## config.mk

```make
export PLATFORM = sky130hd
export DESIGN_NAME = dac_i2s_tx
export DESIGN_NICKNAME = d
export VERILOG_FILES = /design/src/rtl/dac_i2s_tx.sv
export SDC_FILE = /design/constraint.sdc
export NUM_CORES = 1
export LEC_CHECK = 0
export CORE_MARGIN = 4
export CORE_UTILIZATION = 52
export DETAILED_ROUTE_END_ITERATION = 10
export GPL_TIMING_DRIVEN = 0
export PLACE_DENSITY = 0.75
export SLEW_MARGIN = 20
export SYNTH_ARGS = -nofsm -noshare
export SYNTH_HDL_FRONTEND = slang
export SYNTH_SLANG_ARGS = --single-unit
```

## constraint.sdc

```tcl
create_clock -name clk -period 3 [get_ports clk]
set_input_delay 0.6 -clock clk [delete_from_list [all_inputs] [get_ports clk]]
set_output_delay 0.6 -clock clk [all_outputs]
set_load 0.01 [all_outputs]
```

## src/rtl/dac_i2s_tx.sv

```systemverilog
// dac_i2s_tx: sample FIFO feeding an I2S master serializer; both slots carry the same sample.
// Latency: a sample is popped at the next frame boundary with its MSB on sd that cycle; backpressure: in_ready drops when full, extra samples are dropped and flagged.

module dac_i2s_fifo #(
    parameter int W     = 16,
    parameter int DEPTH = 4
) (
    input  logic                   clk,
    input  logic                   rst,
    input  logic                   push_vld,
    input  logic [W-1:0]           push_dat,
    output logic                   push_rdy,
    input  logic                   pop_vld,
    output logic [W-1:0]           pop_dat,
    output logic                   empty,
    output logic [$clog2(DEPTH):0] level
);
    localparam int AW = $clog2(DEPTH);
    localparam logic [AW:0] FULL_LVL = DEPTH[AW:0];

    logic [W-1:0]  mem [DEPTH];
    logic [AW-1:0] wr_ptr;
    logic [AW-1:0] rd_ptr;
    logic          push;
    logic          pop;

    // Readiness comes from registered occupancy only, so a same-cycle pop never frees a slot.
    assign push_rdy = (level != FULL_LVL);
    assign empty    = (level == '0);
    assign push     = push_vld && push_rdy;
    assign pop      = pop_vld && !empty;
    assign pop_dat  = mem[rd_ptr];

    always_ff @(posedge clk or posedge rst) begin
        if (rst) begin
            wr_ptr <= '0;
            rd_ptr <= '0;
            level  <= '0;
        end else begin
            if (push) wr_ptr <= wr_ptr + 1'b1;
            if (pop)  rd_ptr <= rd_ptr + 1'b1;
            case ({push, pop})
                2'b10:   level <= level + 1'b1;
                2'b01:   level <= level - 1'b1;
                default: level <= level;
            endcase
        end
    end

    always_ff @(posedge clk) begin
        if (push) mem[wr_ptr] <= push_dat;
    end
endmodule

module dac_i2s_tx #(
    parameter int DATA_W     = 16,
    parameter int SCK_DIV    = 4,
    parameter int FIFO_DEPTH = 4
) (
    input  logic                        clk,
    input  logic                        rst,
    input  logic                        tx_en,
    input  logic [DATA_W-1:0]           in_sample,
    input  logic                        in_valid,
    output logic                        in_ready,
    output logic                        sck,
    output logic                        ws,
    output logic                        sd,
    output logic [$clog2(FIFO_DEPTH):0] fifo_level,
    output logic                        overflow,
    output logic                        underflow
);
    localparam int FRAME_BITS = 2 * DATA_W;
    localparam int BIT_W      = $clog2(FRAME_BITS);
    localparam int IDX_W      = $clog2(DATA_W);
    localparam int DIV_W      = (SCK_DIV > 1) ? $clog2(SCK_DIV) : 1;
    localparam logic [BIT_W-1:0] LAST_BIT = BIT_W'(FRAME_BITS - 1);
    localparam logic [DIV_W-1:0] DIV_TC   = DIV_W'(SCK_DIV - 1);
    localparam logic [IDX_W-1:0] MSB_IDX  = IDX_W'(DATA_W - 1);

    logic [DIV_W-1:0]  div_cnt;
    logic [BIT_W-1:0]  bit_cnt;
    logic [DATA_W-1:0] frame_q;
    logic [DATA_W-1:0] fifo_dat;
    logic              fifo_empty;

    logic              div_tc;
    logic              fall_evt;
    logic              frame_bnd;
    logic              pop_req;
    logic [BIT_W-1:0]  bit_nxt;
    logic [BIT_W-1:0]  slot_bit;
    logic [IDX_W-1:0]  slot_idx;
    logic [DATA_W-1:0] frame_nxt;
    logic              sd_nxt;
    logic              ws_nxt;

    dac_i2s_fifo #(
        .W     (DATA_W),
        .DEPTH (FIFO_DEPTH)
    ) u_fifo (
        .clk      (clk),
        .rst      (rst),
        .push_vld (in_valid),
        .push_dat (in_sample),
        .push_rdy (in_ready),
        .pop_vld  (pop_req),
        .pop_dat  (fifo_dat),
        .empty    (fifo_empty),
        .level    (fifo_level)
    );

    always_comb begin
        div_tc    = (div_cnt == DIV_TC);
        fall_evt  = tx_en && div_tc && sck;
        frame_bnd = fall_evt && (bit_cnt == LAST_BIT);
        pop_req   = frame_bnd && !fifo_empty;
        bit_nxt   = (bit_cnt == LAST_BIT) ? '0 : bit_cnt + 1'b1;
        // Both slots index the same word; fold the right-slot position back onto 0..DATA_W-1.
        slot_bit  = (bit_nxt < BIT_W'(DATA_W)) ? bit_nxt : bit_nxt - BIT_W'(DATA_W);
        slot_idx  = IDX_W'(slot_bit);
        frame_nxt = pop_req ? fifo_dat : frame_q;
        sd_nxt    = frame_nxt[MSB_IDX - slot_idx];
        // ws switches one bit ahead of each slot's MSB.
        ws_nxt    = (bit_nxt >= BIT_W'(DATA_W - 1)) && (bit_nxt <= BIT_W'(FRAME_BITS - 2));
    end

    always_ff @(posedge clk or posedge rst) begin
        if (rst) begin
            div_cnt <= '0;
            bit_cnt <= LAST_BIT;
            frame_q <= '0;
            sck     <= 1'b0;
            ws      <= 1'b0;
            sd      <= 1'b0;
        end else if (!tx_en) begin
            div_cnt <= '0;
            bit_cnt <= LAST_BIT;
            frame_q <= '0;
            sck     <= 1'b0;
            ws      <= 1'b0;
            sd      <= 1'b0;
        end else begin
            div_cnt <= div_tc ? '0 : div_cnt + 1'b1;
            if (div_tc) sck <= ~sck;
            if (fall_evt) begin
                bit_cnt <= bit_nxt;
                frame_q <= frame_nxt;
                sd      <= sd_nxt;
                ws      <= ws_nxt;
            end
        end
    end

    always_ff @(posedge clk or posedge rst) begin
        if (rst) begin
            overflow  <= 1'b0;
            underflow <= 1'b0;
        end else begin
            if (in_valid && !in_ready) overflow  <= 1'b1;
            if (frame_bnd && fifo_empty) underflow <= 1'b1;
        end
    end
endmodule
```

; ---- Yosys cells after proc, flatten, opt, wreduce, memory -nomap -nowiden
; Memory sizes are Yosys's and may differ from the RTL's.
; Cells that the tools add are included.
[totals]
n_memories = 1
wordCells = 65
input_bits = 20
ramBits = 64
output_inout_bits = 9
regBits = 35
[memory_table]
columns = memory, depth, word_bits, rd, rd_ports_with_merged_regs, write_ports, line
row1 = u_fifo.mem, 4, 16, 1, 0, 1, 21  ; logic [W-1:0] mem [DEPTH];
[op_classes]
eq_ne = 7
mux = 20
order_cmp = 4
bitwise_logic = 1
reduce_logical = 13
n_addsub = 8
[op_table]
columns = cell, count
row1 = 2-to-1 mux 16 bit, 3
row2 = 2-to-1 mux 5 bit, 3
row3 = logical AND 1 bit, 9
row4 = 2-to-1 mux 1 bit, 9
row5 = adder 2 x 1 -> 2 bit (second input constant), 3
row6 = one-hot mux 3 bit (2 select lines), 1
row7 = adder 5 x 1 -> 5 bit (second input constant), 1
row8 = == test 5 bit (second input constant), 1
row9 = >= comparator 5 x 4 -> 1 bit (second input constant), 1
row10 = less-or-equal comparator 5 bit (second input constant), 1
row11 = < comparator 4 x 5 -> 1 bit (second input constant), 1
row12 = < comparator 5 bit (second input constant), 1
row13 = binary-select mux 1 bit (select 4 bit), 1
row14 = == test 2 bit (second input constant), 2
row15 = 2-to-1 mux 2 bit, 2
row16 = 2-to-1 mux 4 bit, 1
row17 = != test 2 x 1 -> 1 bit (second input constant), 2
row18 = subtractor 4 x 1 -> 4 bit (second input constant), 1
row19 = subtractor 4 bit (first input constant), 1
row20 = adder 3 x 1 -> 3 bit (second input constant), 1
row21 = zero test 3 bit, 1
row22 = != test 3 bit (second input constant), 1
row23 = subtractor 3 x 1 -> 3 bit (second input constant), 1
row24 = == test 2 x 1 -> 1 bit (second input constant), 1
row25 = other kinds (3), 4

; ---- Logic depth before layout (Yosys ltp)
[depth]
ltp_word = 10
depth_mapped = 15
mapped_depth_nobuf = 12

; ---- By module
; A second synthesis with hierarchy kept.
[unflattened]
hier_cells = 253
hier_area_um2 = 4210.3
[by_module_without_submodules]
columns = module, cells_each, seq_area_each_um2, area_per_inst_um2, instances
row1 = dac_i2s_fifo, 122, 2097.0, 2737.6, 1
row2 = dac_i2s_tx, 131, 706.9, 1472.7, 1

; ---- Least setup slack after synthesis
; Ideal clock, no wire load.
[synth_timing]
kind = register to register
start = register bit_cnt[1]
end = register u_fifo.level[2]
synth_period_minus_slack_ns = 2.968
path_stages_with_launch = 16
setup_slack_ns = 0.032
setup_time_ns = 0.079
arrival_time_ns = 2.889
path_cell_list = dfstp_2 ha_1 and3_1 ha_1 buf_4 and4_4 nand2_8 inv_4 buf_6 clkbuf_1 ha_1 inv_1 fa_1 xor2_1 nor2_1 xor2_1
[synth_via]
elab_chain_cells = 6
elab_cells_between_ends = 8
classes_between = eq/ne: 3 / mux: 1 / reduce/logical: 4
[synth_rtl]
columns = element, line
row1 = from (decl), 82  ; logic [BIT_W-1:0] bit_cnt;
row2 = from (signal assigned), 147  ; bit_cnt <= bit_nxt;
row3 = == test 5 bit *, 116  ; frame_bnd = fall_evt && (bit_cnt == LAST_BIT);
row4 = logical AND 1 bit *, 116
row5 = logical AND 1 bit *, 117  ; pop_req = frame_bnd && !fifo_empty;
row6 = logical AND 1 bit *, 31  ; assign pop = pop_vld && !empty;
row7 = named net u_fifo.pop, 25  ; logic pop;
row8 = == test 2 x 1 -> 1 bit / == test 2 bit (equally long branches), 42  ; case ({push, pop})
row9 = one-hot mux 3 bit (2 select lines) / nonzero test 2 bit (equally long branches), --
row10 = to (signal assigned), 43  ; 2'b10: level <= level + 1'b1;
row11 = to (signal assigned), 44  ; 2'b01: level <= level - 1'b1;
row12 = to (signal assigned), 45  ; default: level <= level;
row13 = to (decl), 16  ; output logic [$clog2(DEPTH):0] level
; The timed path passes the listed nets; every way through them passes the cells marked *.
; A chain may end at the register's enable or synchronous reset.

; ---- Worst setup path in the final report
[layout_timing]
start = register bit_cnt[1]
end = register u_fifo.level[2]
[layout_via]
elab_chain_cells = 6
elab_cells_between_ends = 8
classes_between = eq/ne: 3 / mux: 1 / reduce/logical: 4
[layout_rtl]
columns = element, line
row1 = == test 5 bit *, 116
row2 = logical AND 1 bit *, 116
row3 = logical AND 1 bit *, 117
row4 = logical AND 1 bit *, 31
row5 = == test 2 x 1 -> 1 bit / == test 2 bit (equally long branches), 42
row6 = one-hot mux 3 bit (2 select lines) / nonzero test 2 bit (equally long branches), --
; Every way passes the cells marked *; elsewhere a longest branch is shown, timed or not.

==> metrics.log <==
[metrics] Crit path required time: 3.29 ns
[metrics] starting density of the core: 53.7%
[metrics] arrival time of the worst setup path: 3.14 ns
[metrics] leak pwr: 1.86 nW
[metrics] count of pins on the block boundary: 29
[metrics] Design Area, Final: 4840 µm²
[metrics] number of unique standard cell types used by synthesis: 43
[metrics] Worst slew margin: 36.4%
[metrics] via density per instance: 5.40
[metrics] commonest non-fill, non-tap cell in the layout: sky130_fd_sc_hd__edfxtp_1
[metrics] clock-pin slew on the worst setup and hold paths: 0.10 ns
[metrics] post-placement setup slack: -0.302 ns
[metrics] dominant register cell in the synthesized netlist: sky130_fd_sc_hd__edfxtp_1
[metrics] outcome: completed
[metrics] part of the power in the clock network: 25.6%
[metrics] gr usage total: 16.3%
[metrics] average routed wire per standard cell: 16.7 µm
[metrics] switching share of power: 27.8%
[metrics] EDFF count, synth: 64
[metrics] detailed-route via count: 2304
[metrics] Fillers: 570
[metrics] drt first-iter violations: 137
[metrics] global-route wire length before repair: 12000 µm
[metrics] core box area: 7730 µm²
[metrics] crit path max fanout: 15
[metrics] number of levels in the clock H-tree: 3
[metrics] Cell Int Power: 2.30 mW
[metrics] met3 GRT Util: 3.73%
[metrics] final sum of negative setup slack: 0 ns
[metrics] worst hold path class: reg2reg
[metrics] proportion of synthesized flip-flops having asynchronous set or reset: 35.4%
[metrics] post-synthesis instance area: 4150 µm²
[metrics] number of nets still failing antenna checks after routing: 0
[metrics] instance area at placement: 4560 µm²
[metrics] initial antenna violation count: 0
[metrics] hold violation total from the final report: 0
[metrics] cell count after synthesis: 272
[metrics] sequential cell area fraction in the yosys report: 67.6%
[metrics] met2 Resource Use GR: 26.9%
[metrics] CTS tree: yes
[metrics] skew final: 0.00963 ns
[metrics] utilization of the core after routing: 62.6%
[metrics] most frequent cells in the layout: sky130_fd_sc_hd__edfxtp_1 (64), sky130_fd_sc_hd__nand2_1 (39), sky130_fd_sc_hd__dfrtp_1 (30), sky130_fd_sc_hd__clkdlybuf4s50_1 (28), sky130_fd_sc_hd__mux4_2 (16)
[metrics] met1 usage in global routing: 21.3%
[metrics] fraction of layout cells with a size suffix above 1: 20.6%
[metrics] final setup slack of the worst path: 0.146 ns
[metrics] first-pass iteration count of the detailed router: 5
[metrics] routed wire length: 7120 µm
[metrics] maximum capacitance violations: 0
[metrics] kind of capture point of the worst setup path: register
[metrics] final count of pins violating max slew: 0
[metrics] ratio of final minimum period to clock period: 95.1%
[metrics] overall die height: 97.3 µm
[metrics] drt drc: 0
[metrics] Avg Synthesized Cell Area: 15.3 µm²
[metrics] final worst path period need: 2.85 ns
[metrics] number of standard cells in the layout, taps in and fillers out: 427
[metrics] setup violators final: 0
[metrics] Inst Count DP: 402
[metrics] Worst VDD drop: 0.488 mV
[metrics] largest net degree at the start of global routing: 36
[metrics] Max Clock Freq: 0.350 GHz
[metrics] antenna fix cells: 0
[metrics] number of rows created at floorplan: 32
[metrics] half-perimeter wire length of the detailed placement result: 4720 µm
[metrics] Die Outline Area: 9470 µm²
[metrics] CP startpoint kind: register
[metrics] transition time of the tightest slew-check pin: 0.954 ns
[metrics] Overflow after GRT: 0
[metrics] total design power: 3.18 mW
[metrics] Combinational Power Share: 18.1%
[metrics] maximum clock path buffer count: 2
[metrics] RSZ-0062 raised after global routing: false
[metrics] Worst Setup Path Type: reg2reg
[metrics] number of clock sinks: 99
[metrics] switching power summed over all nets: 883 µW
[metrics] register-to-register setup slack: 0.15 ns
[metrics] Num CTS Buffers: 9
[metrics] total power per unit cell area: 658 nW/µm²
[metrics] layer with the highest usage: met2
[metrics] PortBufs: 28
[metrics] Mapped Nets: 301
[metrics] layout overhead on the synthesized area: 16.6%
[metrics] Die X: 97.3 µm
[metrics] vias in the first global route: 2373
[metrics] fraction of power consumed by sequential logic: 56.3%
[metrics] count of yosys warnings during synthesis: 0
[metrics] clock insertion delay at the later pin of the skew report: 0.36 ns
[metrics] Yosys reg bits: 99
[metrics] final worst hold slack: 0.436 ns
[metrics] placer congestion estimate: 0.851
[metrics] nets: 349
[metrics] clock root buffer: sky130_fd_sc_hd__clkbuf_8
layout make-up:
type	instances	area, µm²	share of cell area (%)
sequential	99	2800	58.0
multi-input combinational	150	1240	25.7
timing repair buffer	38	355	7.35
tap	102	128	2.64
clock buffer	9	124	2.56
buffer	11	75.1	1.55
clock inverter	7	65.1	1.35
inverter	11	43.8	0.905
kinds of logic after synthesis:
kind of cell    share of synthesized area (%)
flops                                    67.6
mux                                      10.7
xor+xnor                                 2.11
simple gates                             9.05
buf+inv                                  2.65
fa+ha+maj                                2.90
compound gates                           4.98
synthesized netlist by cell type, types with 3 or more instances:
master,n,area share (%)
sky130_fd_sc_hd__xor2_1,5,1.1
sky130_fd_sc_hd__and3_1,7,1.1
sky130_fd_sc_hd__dfrtp_1,30,18
sky130_fd_sc_hd__nand3_1,15,1.8
sky130_fd_sc_hd__dfstp_2,5,3.2
sky130_fd_sc_hd__nor2_1,10,0.90
sky130_fd_sc_hd__xnor2_1,5,1.1
sky130_fd_sc_hd__clkbuf_1,6,0.54
sky130_fd_sc_hd__inv_1,10,0.90
sky130_fd_sc_hd__mux4_2,16,8.7
sky130_fd_sc_hd__ha_1,8,2.4
sky130_fd_sc_hd__nand2_1,39,3.5
sky130_fd_sc_hd__a21oi_1,8,0.97
sky130_fd_sc_hd__mux2i_1,4,0.97
sky130_fd_sc_hd__edfxtp_1,64,46
sky130_fd_sc_hd__o21ai_0,5,0.60
sky130_fd_sc_hd__mux2_2,3,0.81
per-layer routing:
layer / routed length, µm / share of wire, %
met5: 0 / 0
met4: 116 / 1.6
met3: 222 / 3.1
met2: 3680 / 52
met1: 3100 / 44
power groups by stage:
stage                     Clock, mW  Sequential (mW)  Combinational [mW]
after floorplan                   0             1.81               0.362
after global routing          0.895             1.82               0.641
after CTS                     0.838             1.79               0.591
after detailed placement          0             1.82               0.589
final                         0.815             1.79               0.576
after global placement            0             1.81               0.571
registers in the layout, summed over array words and instances, names as in the netlist:
| name | cells |
|---|---|
| div_cnt | 2 |
| u_fifo.rd_ptr | 2 |
| ws | 1 |
| u_fifo.level | 3 |
| sd | 1 |
| overflow | 1 |
| bit_cnt | 5 |
| sck | 1 |
| underflow | 1 |
| u_fifo.mem | 64 |
| u_fifo.wr_ptr | 2 |
| frame_q | 16 |
path summary, 6_finish.rpt:
check                                 from               to  depth (start not counted)
worst max-delay path            bit_cnt[1]  u_fifo.level[2]                         14
worst min-delay path            div_cnt[0]       div_cnt[0]                          1
worst max register to register  bit_cnt[1]  u_fifo.level[2]                         14
worst min register to register  div_cnt[0]       div_cnt[0]                          1
max in group asynchronous              rst      frame_q[15]                          2
min in group asynchronous              rst       div_cnt[1]                          2
worst max-delay path, stage by stage, from the launching register on:
cell	delay [ns]
sky130_fd_sc_hd__dfstp_2	0.55
sky130_fd_sc_hd__ha_2	0.18
sky130_fd_sc_hd__and3_1	0.17
sky130_fd_sc_hd__ha_2	0.17
sky130_fd_sc_hd__buf_6	0.11
sky130_fd_sc_hd__and4_4	0.28
sky130_fd_sc_hd__nand2_8	0.09
sky130_fd_sc_hd__inv_4	0.07
sky130_fd_sc_hd__buf_12	0.13
sky130_fd_sc_hd__ha_2	0.19
sky130_fd_sc_hd__inv_1	0.05
sky130_fd_sc_hd__fa_1	0.36
sky130_fd_sc_hd__xor2_1	0.15
sky130_fd_sc_hd__nor2_1	0.13
sky130_fd_sc_hd__xor2_1	0.15
what timing repair did:
action,CTS,global route
setup buffers,0,10
hold buffers,0,0
pin swaps,0,1
endpoints found under the setup margin,2,1
hold endpoints to repair,0,0
resized for setup,0,6
Power figures use the tool's default switching activity.
==> RTL change 1: new RTL, same settings <==
Change the parameter `DATA_W` from 16 to 64.
--- a/src/rtl/dac_i2s_tx.sv
+++ b/src/rtl/dac_i2s_tx.sv
@@ -53,7 +53,7 @@
 endmodule
 
 module dac_i2s_tx #(
-    parameter int DATA_W     = 16,
+    parameter int DATA_W     = 64,
     parameter int SCK_DIV    = 4,
     parameter int FIFO_DEPTH = 4
 ) (
Interface: changed (resized in_sample); port bits go from 29 to 77. No check against the original RTL was run, so the function may have changed too.
==> RTL change 1 against the original RTL <==
  * Sequential cell count grew 242
  * Cell area rose to 3.3 times the old value
  * Die area rose to 3.0 times the old value
  * Hold slack gained 0.0017 ns
  * Area after synthesis increased to 3.3 times the old value
  * Total power grew to 3.8 times the old value
  * Fmax fell by 3.7%
  * Synthesized cell count rose to 3.1 times the old value
  * Clock power rose to 5.2 times the old value
  * Setup slack got worse by 0.11 ns
  * Wire length grew to 3.9 times the old value
  * Critical endpoint is now sd
  * Highest routed layer unchanged
==> RTL change 1: results (changes against the original RTL) <==
Place
  • Number of cells in the design after placement: 1250 (+210%)
  • Dpl cell area: 14880 um2 (+230%)
  • Post-Place Worst Slack: -0.8779 ns (-0.5758 ns)
  • Gp weighted congestion: 0.8883 (+4.4%)
  • Port buffer count: 76 (+170%)
  • Sum of net half-perimeters after detailed placement: 18.04 mm (+280%)

Final layout
  • Number of nets in the finished design: 1043 (+200%)
  • Multi-input combinational cell area: 3612 um2 (+190%)
  • Share of cells above drive strength 1: 0.1752 (-0.03093)
  • Registers with the most flip-flops: u_fifo.mem x256, frame_q x64, bit_cnt x7

Drt
  • Detailed-route wire length per cell: 21.22 um (+27%)
  • Total detailed-routing wirelength: 28.07 mm (+290%)

Clock tree
  • Clock latency of the later-clocked register in the worst-skew pair: 0.52 ns (+0.16 ns)
  • Clock transition at the registers of the reported paths: 0.06 ns (-0.04 ns)
  • TritonCTS buffer count: 36 (+27)
  • Library cell used as clock root buffer: clkbuf_16
  • Max clock buf depth: 3 (+1)

Timing
  • Pin slew with the least headroom to its limit: 0.9013 ns (-0.05273 ns)
  • Skew final: 0.02716 ns (+0.01753 ns)

Power and ir drop
  • P_seq: 6.11 mW (+240%)
  • Part of the power in registers: 0.512 (-0.051)
  • Standby leakage power: 5.896 nW (+220%)
  • Peak VDD IR: 0.5976 mV (+22%)

Critical path
  • Critical-path maximum fanout: 10 (-5)

GRT
  • Number of global-route vias before repair: 7955 (+240%)
  • Global Route met2 Usage: 0.3087 (+0.04009)
  • Pin count of the biggest net entering global routing: 44 (+22%)
  • Aggregate global-route resource usage: 0.1989 (+0.03633)

Logic synthesis
  • Syn Nets: 915 (+200%)
  • Ranking of synthesized cells by instance count: edfxtp_1 (256), nand2_1 (157), dfrtp_1 (78), nand3_1 (68), mux4_2 (65)
  • Mean post-synth cell area: 16.17 um2 (+6.0%)
  • Adder-Cell Fraction of Synth Area: 0.008862 (-0.02009)
  • Multiplexer share of the synthesized area: 0.1134 (+0.005999)

Status
  • Result of the run: finished, final reports clean
==> RTL change 1: final cells by class <==
| cell class | count | share of cell area |
|---|---|---|
| clock buffer | 50 | 0.06084 |
| sequential | 341 | 0.6070 |
| timing repair buffer | 91 | 0.05899 |
| tap | 330 | 0.02551 |
| clock inverter | 15 | 0.009123 |
| multi-input combinational | 442 | 0.2232 |
| buffer | 46 | 0.01337 |
| inverter | 8 | 0.002010 |
==> RTL change 1: path summary, 6_finish.rpt <==
kind,from,to,slack (ns),cells past startpoint
setup / recovery,bit_cnt[1],sd,0.04,10
hold / removal,div_cnt[0],div_cnt[0],0.44,1
setup reg to reg,bit_cnt[1],sd,0.04,10
hold reg to reg,div_cnt[0],div_cnt[0],0.44,1
max in group asynchronous,rst,bit_cnt[4],1.81,3
min in group asynchronous,rst,frame_q[20],0.52,2
==> RTL change 1: timing repair <==
item                                    CTS  global route
pin swaps                                 6             3
cloned                                    0             0
setup buffers                             9             0
endpoints found under the setup margin   61            12
gates resized for setup                  22             8
hold endpoints to repair                  0             0
==> RTL change 2: new RTL, same flow settings <==
Without the edit above. Make the reset (`rst`) synchronous in 3 clocked blocks.
--- a/src/rtl/dac_i2s_tx.sv
+++ b/src/rtl/dac_i2s_tx.sv
@@ -31,7 +31,7 @@
     assign pop      = pop_vld && !empty;
     assign pop_dat  = mem[rd_ptr];
 
-    always_ff @(posedge clk or posedge rst) begin
+    always_ff @(posedge clk) begin
         if (rst) begin
             wr_ptr <= '0;
             rd_ptr <= '0;
@@ -125,7 +125,7 @@
         ws_nxt    = (bit_nxt >= BIT_W'(DATA_W - 1)) && (bit_nxt <= BIT_W'(FRAME_BITS - 2));
     end
 
-    always_ff @(posedge clk or posedge rst) begin
+    always_ff @(posedge clk) begin
         if (rst) begin
             div_cnt <= '0;
             bit_cnt <= LAST_BIT;
@@ -152,7 +152,7 @@
         end
     end
 
-    always_ff @(posedge clk or posedge rst) begin
+    always_ff @(posedge clk) begin
         if (rst) begin
             overflow  <= 1'b0;
             underflow <= 1'b0;
Behaviour: differs if rst is asserted again (counterexample within 4 cycles, from zero or initial values and one cycle with rst high); with rst held inactive, the same outputs for 10 cycles.
==> RTL change 2 against the original RTL <==
  * Sequential cell count up 2
  * Setup slack better by 0.023 ns
  * Sequential share of layout area is 2.2 points lower
  * Wire length is 1.9% higher
  * Cell area fell by 1.2%
  * Area after synthesis increased by 0.45%
  * Critical path type unchanged
  * Non-clock buffer count decreased by 6
Power is not compared: it rests on default switching activity, and its combinational part moved more than twofold at a synthesized area within 25%.
==> RTL change 2: results (changes against the original RTL) <==
Worst hold path
  • Worst min-delay path endpoint: div_cnt[0]
  • Min-delay src: div_cnt[0]

Final layout
  • NonClk Buf Share: 0.07720 (-0.01178)
  • Number of nets in the finished design: 348 (-0.29%)
  • # fillers: 594 (+4.2%)
  • Final instance area: 4781 um2 (-1.2%)
  • Share of cells above drive strength 1: 0.1574 (-0.04875)
  • Seq. cell area: 2665 um2 (-5.0%)
  • Number of combinational gates with multiple inputs: 155 (+3.3%)
  • Multi-input combinational cell area: 1395 um2 (+12%)
  • Non-Clock Buffer Count: 43 (-12%)
  • Clock network contribution to total cell area: 0.03926 (+0.0001982)
  • Non-clock inverters: 9 (-2)

Logic synthesis
  • Multiplexer share of the synthesized area: 0.09367 (-0.01369)
  • Syn Nets: 309 (+2.7%)
  • Async SR Flop Fraction: 0 (-0.3535)
  • Ranking of synthesized cells by instance count: edfxtp_1 (64), dfxtp_1 (37), nor2_1 (22), mux4_2 (16), o221a_1 (14)
  • Cell types occupying the most area after synthesis: edfxtp_1 (46%), dfxtp_1 (18%), mux4_2 (8.6%)
  • Area fraction in compound gates after synthesis: 0.1072 (+0.05742)
  • Adder-Cell Fraction of Synth Area: 0.02882 (-0.0001304)
  • Seq/Total Area, Yosys: 0.6388 (-0.03697)
  • Synthesized-area fraction occupied by xor and xnor cells: 0.01891 (-0.002197)
  • Post-Syn Area: 4168 um2 (+0.45%)
  • Netlist cell types: 52 (+21%)

Critical path
  • Flop2flop setup slack: 0.17 ns (+0.02 ns)
  • R2r endpoint: u_fifo.level[2]
  • Critical R2R Launch: bit_cnt[1]
  • Delay contributed by the slowest stage of the critical path: 0.37 ns (-0.18 ns)
  • R2R cell count: 13 (-1)
  • Critical-path maximum fanout: 9 (-6)

Place
  • Number of cells in the design after placement: 410 (+2.0%)
  • Sum of net half-perimeters after detailed placement: 5.010 mm (+6.2%)
  • Gp weighted congestion: 0.8935 (+5.0%)
  • Post-Place Worst Slack: -0.1200 ns (+0.1821 ns)
  • Dpl cell area: 4576 um2 (+0.41%)

GRT
  • Met3 global-route usage: 0.03230 (-0.005025)
  • Global Route met2 Usage: 0.2578 (-0.01080)
  • Global-route track usage on met1: 0.2166 (+0.003681)
  • Pin count of the biggest net entering global routing: 20 (-44%)
  • Aggregate global-route resource usage: 0.1592 (-0.003339)

Clock tree
  • Clock transition at the registers of the reported paths: 0.10 ns (about the same)

Drt
  • Number of vias per cell: 5.737 (+6.3%)
  • Number of DRC markers in iteration 0: 120 (-12%)
  • Vias: 2444 (+6.1%)
  • First-pass DRT Iterations: 4 (-1)

Status
  • Result of the run: finished, final reports clean

Timing
  • Post-route worst hold slack: 0.4424 ns (+0.006153 ns)
  • Final period util: 0.9434 (-0.007827)
  • Skew final: 0.01978 ns (+0.01016 ns)
-- RTL change 2: cell types whose count changed after synthesis, sizes merged, moves of 3 or more --
| cell | delta |
|---|---|
| dfxtp | +37 |
| dfrtp | -30 |
| nand2 | -28 |
| o221a | +14 |
| nor2 | +12 |
| nand3 | -10 |
| dfstp | -5 |
| nor3 | +5 |
| mux2 | -4 |
| a211oi | +3 |
| buf | +3 |
| nor2b | +3 |
-- RTL change 2: cell families (layout without fill, tap and decap cells) --
kind of cell	Yosys count	count (layout)
AOI/OAI and AO/OA	51	51
xor gates and xnor gates	9	9
and+or+nand+nor	67	67
muxes	19	19
adders and majority gates	9	9
buffers and inverters	24	68
DFF	101	101
-- RTL change 2: what timing repair did --
action	in CTS	in global routing
endpoints found under the setup margin	0	1
hold buffers	0	0
resized for setup	0	5
-- RTL change 2: metal layers --
metal / vias to the layer above / part of all wire
met3: 10 / 0.042
met4: 0 / 0.013
li1: 1172 / -
met5: - / 0
met1: 1209 / 0.46
met2: 53 / 0.49
